File: config.mk
export PLATFORM = sky130hd
export DESIGN_NAME = turn_sequencer
export DESIGN_NICKNAME = d
export VERILOG_FILES = /design/src/rtl/turn_pkg.sv /design/src/rtl/turn_cmd_fifo.sv /design/src/rtl/turn_sequencer.sv
export SDC_FILE = /design/constraint.sdc
export NUM_CORES = 1
export LEC_CHECK = 0
export ABC_AREA = 1
export CAP_MARGIN = 10
export CELL_PAD_IN_SITES_DETAIL_PLACEMENT = 1
export CELL_PAD_IN_SITES_GLOBAL_PLACEMENT = 1
export CORE_MARGIN = 5
export CORE_UTILIZATION = 47
export DETAILED_ROUTE_END_ITERATION = 6
export PLACE_DENSITY = 0.86
export RECOVER_POWER = 50
export SETUP_SLACK_MARGIN = 0.5
export SKIP_CTS_REPAIR_TIMING = 1
export SLEW_MARGIN = 10
export SYNTH_ARGS = -nofsm -noshare
export SYNTH_HDL_FRONTEND = slang
export SYNTH_SLANG_ARGS = --single-unit
File: constraint.sdc
create_clock -name clk -period 3.1 [get_ports clk]
set_input_delay 0.62 -clock clk [delete_from_list [all_inputs] [get_ports clk]]
set_output_delay 0.62 -clock clk [all_outputs]
set_load 0.005 [all_outputs]
File: src/rtl/turn_pkg.sv
// turn_pkg: command codes and sequencer state encoding shared by the turn sequencer
package turn_pkg;

    localparam logic [1:0] CMD_NONE  = 2'b00;
    localparam logic [1:0] CMD_LEFT  = 2'b01;
    localparam logic [1:0] CMD_RIGHT = 2'b10;
    localparam logic [1:0] CMD_BACK  = 2'b11;

    typedef enum logic [1:0] {IDLE, TURN, GAP} state_t;

endpackage

File: src/rtl/turn_cmd_fifo.sv
// turn_cmd_fifo: small 2-bit command FIFO with flush; pointers wrap for any depth
module turn_cmd_fifo #(
    parameter int QUEUE_DEPTH = 4,
    parameter int QW = $clog2(QUEUE_DEPTH + 1)
) (
    input  logic          clk,
    input  logic          rst,
    input  logic          push,
    input  logic          pop,
    input  logic          flush,
    input  logic [1:0]    din,
    output logic [1:0]    dout,
    output logic [QW-1:0] count,
    output logic          full,
    output logic          empty
);

    localparam int PW = QUEUE_DEPTH > 1 ? $clog2(QUEUE_DEPTH) : 1;
    localparam logic [PW-1:0] LAST = PW'(QUEUE_DEPTH - 1);

    logic [1:0]    mem [QUEUE_DEPTH];
    logic [PW-1:0] wr_ptr;
    logic [PW-1:0] rd_ptr;

    assign dout  = mem[rd_ptr];
    assign full  = count == QW'(QUEUE_DEPTH);
    assign empty = count == '0;

    // pointers and occupancy; flush returns to the empty state
    always_ff @(negedge clk or posedge rst)
        if (rst) begin
            wr_ptr <= '0;
            rd_ptr <= '0;
            count  <= '0;
        end else if (flush) begin
            wr_ptr <= '0;
            rd_ptr <= '0;
            count  <= '0;
        end else begin
            wr_ptr <= push ? (wr_ptr == LAST ? '0 : wr_ptr + PW'(1)) : wr_ptr;
            rd_ptr <= pop ? (rd_ptr == LAST ? '0 : rd_ptr + PW'(1)) : rd_ptr;
            count  <= count + QW'(push) - QW'(pop);
        end

    // storage needs no reset; occupancy alone defines what is valid
    always_ff @(negedge clk)
        if (push && !flush) mem[wr_ptr] <= din;

endmodule

File: src/rtl/turn_sequencer.sv
// turn_sequencer: queues turn commands and plays them out with per-type durations and a straight gap
module turn_sequencer
    import turn_pkg::*;
#(
    parameter int TURN_TIME   = 450,
    parameter int BACK_MULT   = 2,
    parameter int GAP_TIME    = 50,
    parameter int QUEUE_DEPTH = 4,
    parameter int CNT_W       = 16
) (
    input  logic                             clk,
    input  logic                             rst,
    input  logic                             enable,
    input  logic                             cmd_valid,
    input  logic [1:0]                       cmd_code,
    input  logic                             abort,
    output logic                             cmd_ready,
    output logic                             turn_left,
    output logic                             turn_right,
    output logic                             is_turning,
    output logic                             busy,
    output logic                             turn_done,
    output logic                             overflow,
    output logic [$clog2(QUEUE_DEPTH+1)-1:0] queue_count
);

    localparam logic [CNT_W-1:0] TURN_LIM = CNT_W'(TURN_TIME - 1);
    localparam logic [CNT_W-1:0] BACK_LIM = CNT_W'(TURN_TIME * BACK_MULT - 1);
    localparam logic [CNT_W-1:0] GAP_LIM  = CNT_W'(GAP_TIME > 0 ? GAP_TIME - 1 : 0);

    state_t           state, state_nx;
    logic [1:0]       cur_cmd, cur_nx, head;
    logic [CNT_W-1:0] cnt, cnt_nx;
    logic             full, empty, kill, cmd_ok, push, pop, at_lim;

    assign kill      = abort || !enable;
    assign cmd_ok    = cmd_valid && cmd_code != CMD_NONE;
    assign cmd_ready = enable && !full && !rst;
    assign push      = cmd_ok && cmd_ready && !kill;
    assign pop       = state == IDLE && !empty && !kill;
    assign at_lim    = cnt == (cur_cmd == CMD_BACK ? BACK_LIM : TURN_LIM);

    turn_cmd_fifo #(.QUEUE_DEPTH(QUEUE_DEPTH)) u_fifo (
        .clk   (clk),
        .rst   (rst),
        .push  (push),
        .pop   (pop),
        .flush (kill),
        .din   (cmd_code),
        .dout  (head),
        .count (queue_count),
        .full  (full),
        .empty (empty)
    );

    // state, current command and duration counter
    always_ff @(negedge clk or posedge rst)
        if (rst) begin
            state   <= IDLE;
            cur_cmd <= CMD_NONE;
            cnt     <= '0;
        end else begin
            state   <= state_nx;
            cur_cmd <= cur_nx;
            cnt     <= cnt_nx;
        end

    // next state: abort or disable wins over every transition
    always_comb begin
        state_nx = state;
        cur_nx   = cur_cmd;
        cnt_nx   = cnt + CNT_W'(1);
        if (kill) begin
            state_nx = IDLE;
            cnt_nx   = '0;
        end else
            case (state)
                IDLE: begin
                    cnt_nx = '0;
                    if (pop) begin
                        state_nx = TURN;
                        cur_nx   = head;
                    end
                end
                TURN: if (at_lim) begin
                    state_nx = GAP_TIME == 0 ? IDLE : GAP;
                    cnt_nx   = '0;
                end
                GAP: if (cnt == GAP_LIM) begin
                    state_nx = IDLE;
                    cnt_nx   = '0;
                end
                default: state_nx = IDLE;
            endcase
    end

    // sticky overflow on a dropped command while active
    always_ff @(negedge clk or posedge rst)
        if (rst) overflow <= 1'b0;
        else     overflow <= overflow | (cmd_ok && enable && full);

    // steering decode; back turns steer right
    always_comb begin
        is_turning = state == TURN;
        turn_left  = is_turning && cur_cmd == CMD_LEFT;
        turn_right = is_turning && cur_cmd != CMD_LEFT;
        busy       = state != IDLE;
        turn_done  = is_turning && at_lim && !kill;
    end

endmodule

==> key figures, run 1 <==
Yosys
  • Count leader, synth: nand2_1
  • Post-Syn Instances: about 250
  • Seq/Total Area, Yosys: 0.442
  • Synth top area cells: dfrtn_1 33%, edfxtp_1 11%, nand2_1 7.8%
  • Yosys top cell by area: dfrtn_1
  • Most common flop cell mapped by yosys: dfrtn_1
  • Unique masters post-synth: 30
  • Synth warn: 0
  • Cell Area, Synth: approximately 2100 sq um
  • Syn Nets: 264
  • Number of synthesized flops with an enable pin: 8
  • Number of synthesized register bits: 36
  • Syn Area/Cell: 8.61 sq um
  • Ys async rst share: 0.778
  • Commonest cells post-synth: 44 x nand2_1, 34 x nor2_1, 33 x inv_1
  • Yosys top cell area share: 0.329

Clock tree
  • Clock sink count: 36
  • Root Driver: clkbuf_8
  • Clock Path Buffers: 2
  • CTS H-tree depth: 2
  • TritonCTS buffer count: 5

Floorplanning
  • Cell Rows: 24
  • I/O Pins: 17
  • Die Ht: slightly below 80 um
  • Die width: 77.3 um
  • Initial core utilization: 0.485

Global route
  • Initial antenna violation count: 0
  • Largest net degree at the start of global routing: 17

Run status
  • Tool Error: [ERROR DPL-0033] detailed placement checks failed during check placement.
  • Stage reached: global routing (5_1_grt)
  • Status: aborted with a tool error

Placement
  • Post-DP HPWL: between 5000 and 6000 um
  • Final Wtd Congestion: between 0.8 and 0.9
  • # port buffers: 16
  • DP Worst Slack: -1360 ps

STA
  • Worst endpoint, post-GRT repair: turn_done
  • Worst ep type: primary output
==> stage by stage <==
step	area (sq um)	instances
4_1_cts	2860	376
2_1_floorplan	2180	247
3_5_place_dp	2750	361
3_3_place_gp	2750	361
==> logic make-up after synthesis <==
logic type | Yosys count | share of synthesized area
simple gates | 117 | 0.265
buf+inv | 41 | 0.0888
flops | 36 | 0.442
compound gates | 34 | 0.105
fa+ha+maj | 10 | 0.0624
xor+xnor | 9 | 0.0371
==> run 2, diff against run 1 <==
- CELL_PAD_IN_SITES_DETAIL_PLACEMENT: 1 -> default
- CELL_PAD_IN_SITES_GLOBAL_PLACEMENT: 1 -> default
- CORE_UTILIZATION: 47 -> 40
- PLACE_DENSITY: 0.86 -> default
- PLACE_DENSITY_LB_ADDON: default -> 0.15
- SETUP_SLACK_MARGIN: 0.5 -> default
==> key figures, run 2 <==
Run status
  • Status: finished, violations left
  • Failing checks: negative setup slack

Yosys
  • Seq/Total Area, Yosys: 0.442
  • Post-Syn Instances: about 250
  • Commonest cells post-synth: 44 x nand2_1, 34 x nor2_1, 33 x inv_1
  • Yosys top cell by area: dfrtn_1
  • Number of synthesized register bits: 36
  • Syn Area/Cell: 8.61 sq um
  • Count leader, synth: nand2_1
  • Cell Area, Synth: 2130 sq um
  • Ys async rst share: 0.778
  • Most common flop cell mapped by yosys: dfrtn_1
  • Unique masters post-synth: 30
  • Synth top area cells: dfrtn_1 33%, edfxtp_1 11%, nand2_1 7.8%
  • Yosys top cell area share: 0.329
  • Synth warn: 0
  • Syn Nets: between 200 and 300
  • Number of synthesized flops with an enable pin: 8

STA
  • Worst Max-Slew Pin Slew: about 740 ps
  • Slew Viols, Final: 0
  • RSZ-0062 raised after global routing: yes
  • Final hold slack: around 430 ps
  • Clock Skew: 56.7 ps
  • Worst slew margin: 0.506
  • # setup viols final: 10
  • Worst Setup Slack, final: -414 ps
  • Hold Vio Cnt, Final: 0

Route
  • Iter 0 DRT Violations: 56
  • Top layer in use: met4
  • Drt drc: 0
  • Pre-antenna DRT Iters: 4
  • WL met1: 2360 um
  • DRT Wirelength: 4970 um
  • Met2 WL: 2380 um
  • Via density: 4.61
  • WL per Instance: 12.1 um
  • DRT antenna net count: 0
  • Met3 WL: 157 um
  • Via count: around 1,900

Critical path
  • CP max FO: 3
  • Reg-to-reg critical path startpoint: u_fifo.count[2]$_DFF_NP0_
  • Startpoint Class: register
  • Worst EP arrival: roughly 2900 ps
  • CP Capture Point: turn_done
  • WS Path Type: reg2out
  • Setup crit end kind: output port
  • RR Endpoint: u_fifo.count[1]$_DFF_NP0_
  • Reg2reg path depth: 12
  • Flop2flop setup slack: roughly 910 ps
  • CP startpoint: cnt[9]$_DFF_NP0_
  • Worst Path Required: approximately 2500 ps

Power
  • Power Density: around 320 nW/um^2
  • Peak VDD IR: around 0.00017 V
  • Psw: between 0.2 and 0.25 mW
  • Sw Share: 0.252
  • Internal Power: 0.737 mW
  • Logic gate share of total power: 0.095
  • Tot Pwr: about 1 mW
  • Leakage: 1.42 nW
  • Sequential power share: 0.509
  • Clk pwr share: 0.396

Hold path
  • HP Class: reg2reg

Clock tree
  • Clock Path Buffers: 2
  • Clk Latency, worst-skew pair: between 300 and 400 ps
  • Clock sink count: 36
  • CTS H-tree depth: 2
  • Clk slew on worst S/H paths: ~50 ps
  • TritonCTS buffer count: 5
  • Root Driver: clkbuf_8
  • CTS tree: built

Global route
  • Remaining Overflow, GRT: 0
  • First-pass GRT wire length: 8420 um
  • Initial antenna violation count: 0
  • Largest net degree at the start of global routing: 29
  • Gr usage total: 0.149
  • Vias in the first global route: 1,842

Cells and area
  • Fillcell total: between 400 and 500
  • Final #Nets: roughly 360
  • Largest Register: cnt
  • Area of the multi-input gates: 1090 sq um
  • Most frequent cells in the layout: 55 x buf_4, 41 x nand2_1, 34 x inv_1
  • Synth-to-Final Area Change: 43.1%
  • Max reg flops: 16
  • # diodes: 0
  • Biggest regs: cnt (16), u_fifo.mem (8), u_fifo.count (3)
  • Design Area, Final: a little over 3000 sq um
  • Fraction of layout cells with a size suffix above 1: 0.403
  • Register Area: 941 sq um
  • Commonest non-fill, non-tap cell in the layout: buf_4

Floorplanning
  • Initial core utilization: 0.414
  • Die width: 82.9 um
  • Cell Rows: 26
  • I/O Pins: 17
  • Die ar.: just under 7000 sq um
  • Placeable Area: 5140 sq um
  • Die Ht: a little over 80 um

Placement
  • Placed cell area: ~2700 sq um
  • Post-DP HPWL: roughly 3700 um
  • # port buffers: 16
  • Final Wtd Congestion: between 0.8 and 0.9

Run
  • Max-cap violations: 0
[run 2: cell counts after synthesis]
No cell type changed its count.
[run 2: logic make-up (layout without fill, tap and decap cells)]
group / after synthesis / count (layout) / share of synthesized area
AO/OA/AOI/OAI: 34 / 34 / 0.105
XOR/XNOR: 9 / 9 / 0.0371
adder cells (fa/ha/maj): 10 / 10 / 0.0624
buffers and inverters: 41 / 134 / 0.0888
flip-flops: 36 / 36 / 0.442
AND/OR/NAND/NOR: 117 / 117 / 0.265
[run 2: worst max-delay path: stages (launching register included)]
cell and delay, ps:
dfrtn_1 380, buf_4 160, nor2_4 100, nand3_2 70
nand2_2 70, nand4_1 100, inv_1 70, buf_2 110
[run 2: worst min-delay path by stage]
stage | startpoint | to | depth (start not counted)
finish | overflow$_DFF_NP0_ | overflow$_DFF_NP0_ | 1
global route | overflow$_DFF_NP0_ | overflow$_DFF_NP0_ | 1
CTS | overflow$_DFF_NP0_ | overflow$_DFF_NP0_ | 1
detailed placement | overflow$_DFF_NP0_ | overflow$_DFF_NP0_ | 1
global placement | overflow$_DFF_NP0_ | overflow$_DFF_NP0_ | 1
floorplan | cnt[0]$_DFF_NP0_ | cnt[0]$_DFF_NP0_ | 1
[run 2: cell type report]
type	instances	area share
multi-input combinational	170	0.358
sequential	36	0.309
timing repair buffer	80	0.213
inverter	38	0.0518
tap	70	0.0288
clock buffer	7	0.0284
clock inverter	9	0.0115
[run 2: layer usage]
| layer | track usage | up-vias |
|---|---|---|
| met5 | 0 | - |
| met1 | 0.203 | 879 |
| met2 | 0.235 | 30 |
| li1 | - | 975 |
| met4 | 0.0446 | 0 |
| met3 | 0.0356 | 6 |
[run 2: power groups by stage]
stage                     combinational (mW)  sequential [mW]  clock [mW]
final                                 0.0936            0.501       0.391
after global routing                   0.102            0.502       0.430
after detailed placement              0.0816            0.508      0.0176
after global placement                0.0807            0.507      0.0176
after floorplan                       0.0275            0.508      0.0176
after CTS                             0.0818            0.500       0.401
[run 2: stage by stage]
step / TNS, ps / cells / setup slack [ps] / utilization
after CTS: -14360 / 397 / -901 / 0.556
after global routing: -3030 / 410 / -512 / 0.592
after floorplan: -1700 / 247 / -715 / -
after global placement: -21660 / 382 / -1160 / 0.533
after detailed placement: -22420 / 382 / -1220 / 0.533
final: -2370 / 410 / -414 / 0.592
Power figures use the tool's default switching activity.
==> run 3, diff against run 2 <==
- clock period: 3.1 -> 4.06 ns (I/O delays scaled with it)
==> key figures, run 3 (synthesized netlist as in run 2, its figures left out) <==
Run status
  • Status: finished, violations left
  • Failing checks: negative setup slack

Cells and area
  • # diodes: 0
  • Finished Layout Cells: 403
  • Synth-to-Final Area Change: 37.8%
  • Fraction of layout cells with a size suffix above 1: 0.348
  • Final #Nets: 349
  • Commonest non-fill, non-tap cell in the layout: buf_4
  • Max reg flops: 16
  • Biggest regs: cnt (16), u_fifo.mem (8), u_fifo.count (3)
  • Largest Register: cnt
  • Fillcell total: approximately 530
  • Most frequent cells in the layout: 50 x buf_4, 42 x nand2_1, 37 x inv_1

Run
  • Max-cap violations: 0

Global route
  • Vias in the first global route: between 1,500 and 2,000
  • Largest net degree at the start of global routing: 29
  • Gr usage total: 0.141
  • First-pass GRT wire length: 7920 um
  • Remaining Overflow, GRT: 0
  • Initial antenna violation count: 0

Critical path
  • Critical path buffer and inverter count: 3
  • Reg-to-reg critical path startpoint: u_fifo.count[1]$_DFF_NP0_
  • RR Endpoint: u_fifo.count[1]$_DFF_NP0_
  • Startpoint Class: primary input
  • Worst EP arrival: 2340 ps
  • Reg2reg path depth: 12
  • Worst path top cell family by delay: adder cells
  • Setup crit end kind: register
  • CP max FO: 2
  • Worst path max stage delay: about 510 ps
  • Cell Chain, Critical Path: clkdlybuf4s50_1, o21a_1, nand3_2, inv_2, ha_2, inv_1, fa_2, nor2_1
  • Flop2flop setup slack: around 1800 ps
  • CP max-delay cell: fa_2
  • WS Path Type: in2reg
  • Worst Path Required: between 2000 and 2500 ps

Clock tree
  • Clock sink count: 36
  • Root Driver: clkbuf_8
  • TritonCTS buffer count: 5
  • Clock Path Buffers: 2
  • CTS H-tree depth: 2
  • CTS tree: built
  • Clk Latency, worst-skew pair: approximately 370 ps
  • Clk slew on worst S/H paths: ~60 ps

Route
  • WL per Instance: 11.9 um
  • DRT antenna net count: 0
  • Iter 0 DRT Violations: 63
  • Via density: approximately 4.6
  • Drt drc: 0
  • Pre-antenna DRT Iters: 4
  • Via count: 1,841
  • DRT Wirelength: between 4000 and 5000 um

STA
  • Hold Vio Cnt, Final: 0
  • Worst Max-Slew Pin Slew: 766 ps
  • Setup TNS: -571 ps
  • Clock Skew: 70.5 ps
  • Worst slew margin: 0.488
  • Worst Setup Slack, final: -156 ps
  • # setup viols final: 5
  • RSZ-0062 raised after global routing: yes
  • Slew Viols, Final: 0

Floorplanning
  • Die width: about 83 um
  • Die Ht: about 83 um
  • I/O Pins: 17
  • Cell Rows: 26
  • Die ar.: slightly below 7000 sq um
  • Placeable Area: 5140 sq um
  • Initial core utilization: 0.414

Hold path
  • Worst Hold End: overflow$_DFF_NP0_
  • HP Class: reg2reg
  • WHS Path Cells: 1
  • Hold_sp: overflow$_DFF_NP0_

Placement
  • Placed cells: between 300 and 400
  • Final Wtd Congestion: 0.812
  • # port buffers: 16
  • Post-DP HPWL: between 3000 and 4000 um

Power
  • Power Density: between 200 and 300 nW/um^2
  • Peak VDD IR: between 0.0001 and 0.00015 V
  • Leakage: approximately 1.4 nW
## run 3: changes by cell type in the layout (fill, tap and decap cells not counted), sizes merged
cell,delta
dlymetal6s2s,+2
bufinv,+1
clkdlybuf4s25,-1
buf,-12
inv,+1
clkdlybuf4s50,+2
## run 3: per-layer routing
metal | global-route usage | part of all wire
met1 | 0.192 | 0.49
met2 | 0.219 | 0.46
met3 | 0.0347 | 0.028
met4 | 0.0490 | 0.014
met5 | 0 | 0
## run 3: power breakdown
part	switching (mW)	internal [mW]	leakage, nW
clock	0.172	0.197	0.101
combinational	0.0295	0.0285	0.866
sequential	0.00339	0.378	0.456
total	0.204	0.603	1.42
## run 3: how the worst max path moves through the flow
stage | start | endpoint | slack (ps) | cells after the start
final | cmd_valid | u_fifo.count[1]$_DFF_NP0_ | -160 | 8
after global routing | cnt[9]$_DFF_NP0_ | turn_done | -250 | 7
after CTS | enable | u_fifo.count[2]$_DFF_NP0_ | -610 | 12
after detailed placement | enable | u_fifo.count[2]$_DFF_NP0_ | -940 | 12
after global placement | enable | u_fifo.count[2]$_DFF_NP0_ | -870 | 12
after floorplan | enable | u_fifo.count[2]$_DFF_NP0_ | -430 | 11
## run 3: cell type report
| type | count | area [sq um] | share of cell area |
|---|---|---|---|
| multi-input combinational | 170 | 1030 | 0.352 |
| sequential | 36 | 941 | 0.321 |
| timing repair buffer | 73 | 573 | 0.195 |
| inverter | 38 | 153 | 0.0521 |
| tap | 70 | 87.6 | 0.0299 |
| clock inverter | 11 | 77.6 | 0.0265 |
| clock buffer | 5 | 68.8 | 0.0235 |
## run 3: stage by stage
step	utilization	setup WS (ps)	total power [mW]	hold WS (ps)	instance area, sq um
6_report	0.570	-156	0.807	435	2930
5_1_grt	0.570	-246	0.846	476	2930
4_1_cts	0.554	-607	0.814	445	2850
3_5_place_dp	0.526	-940	0.458	439	2700
3_3_place_gp	0.526	-870	0.457	432	2700
2_1_floorplan	-	-427	0.422	408	2130
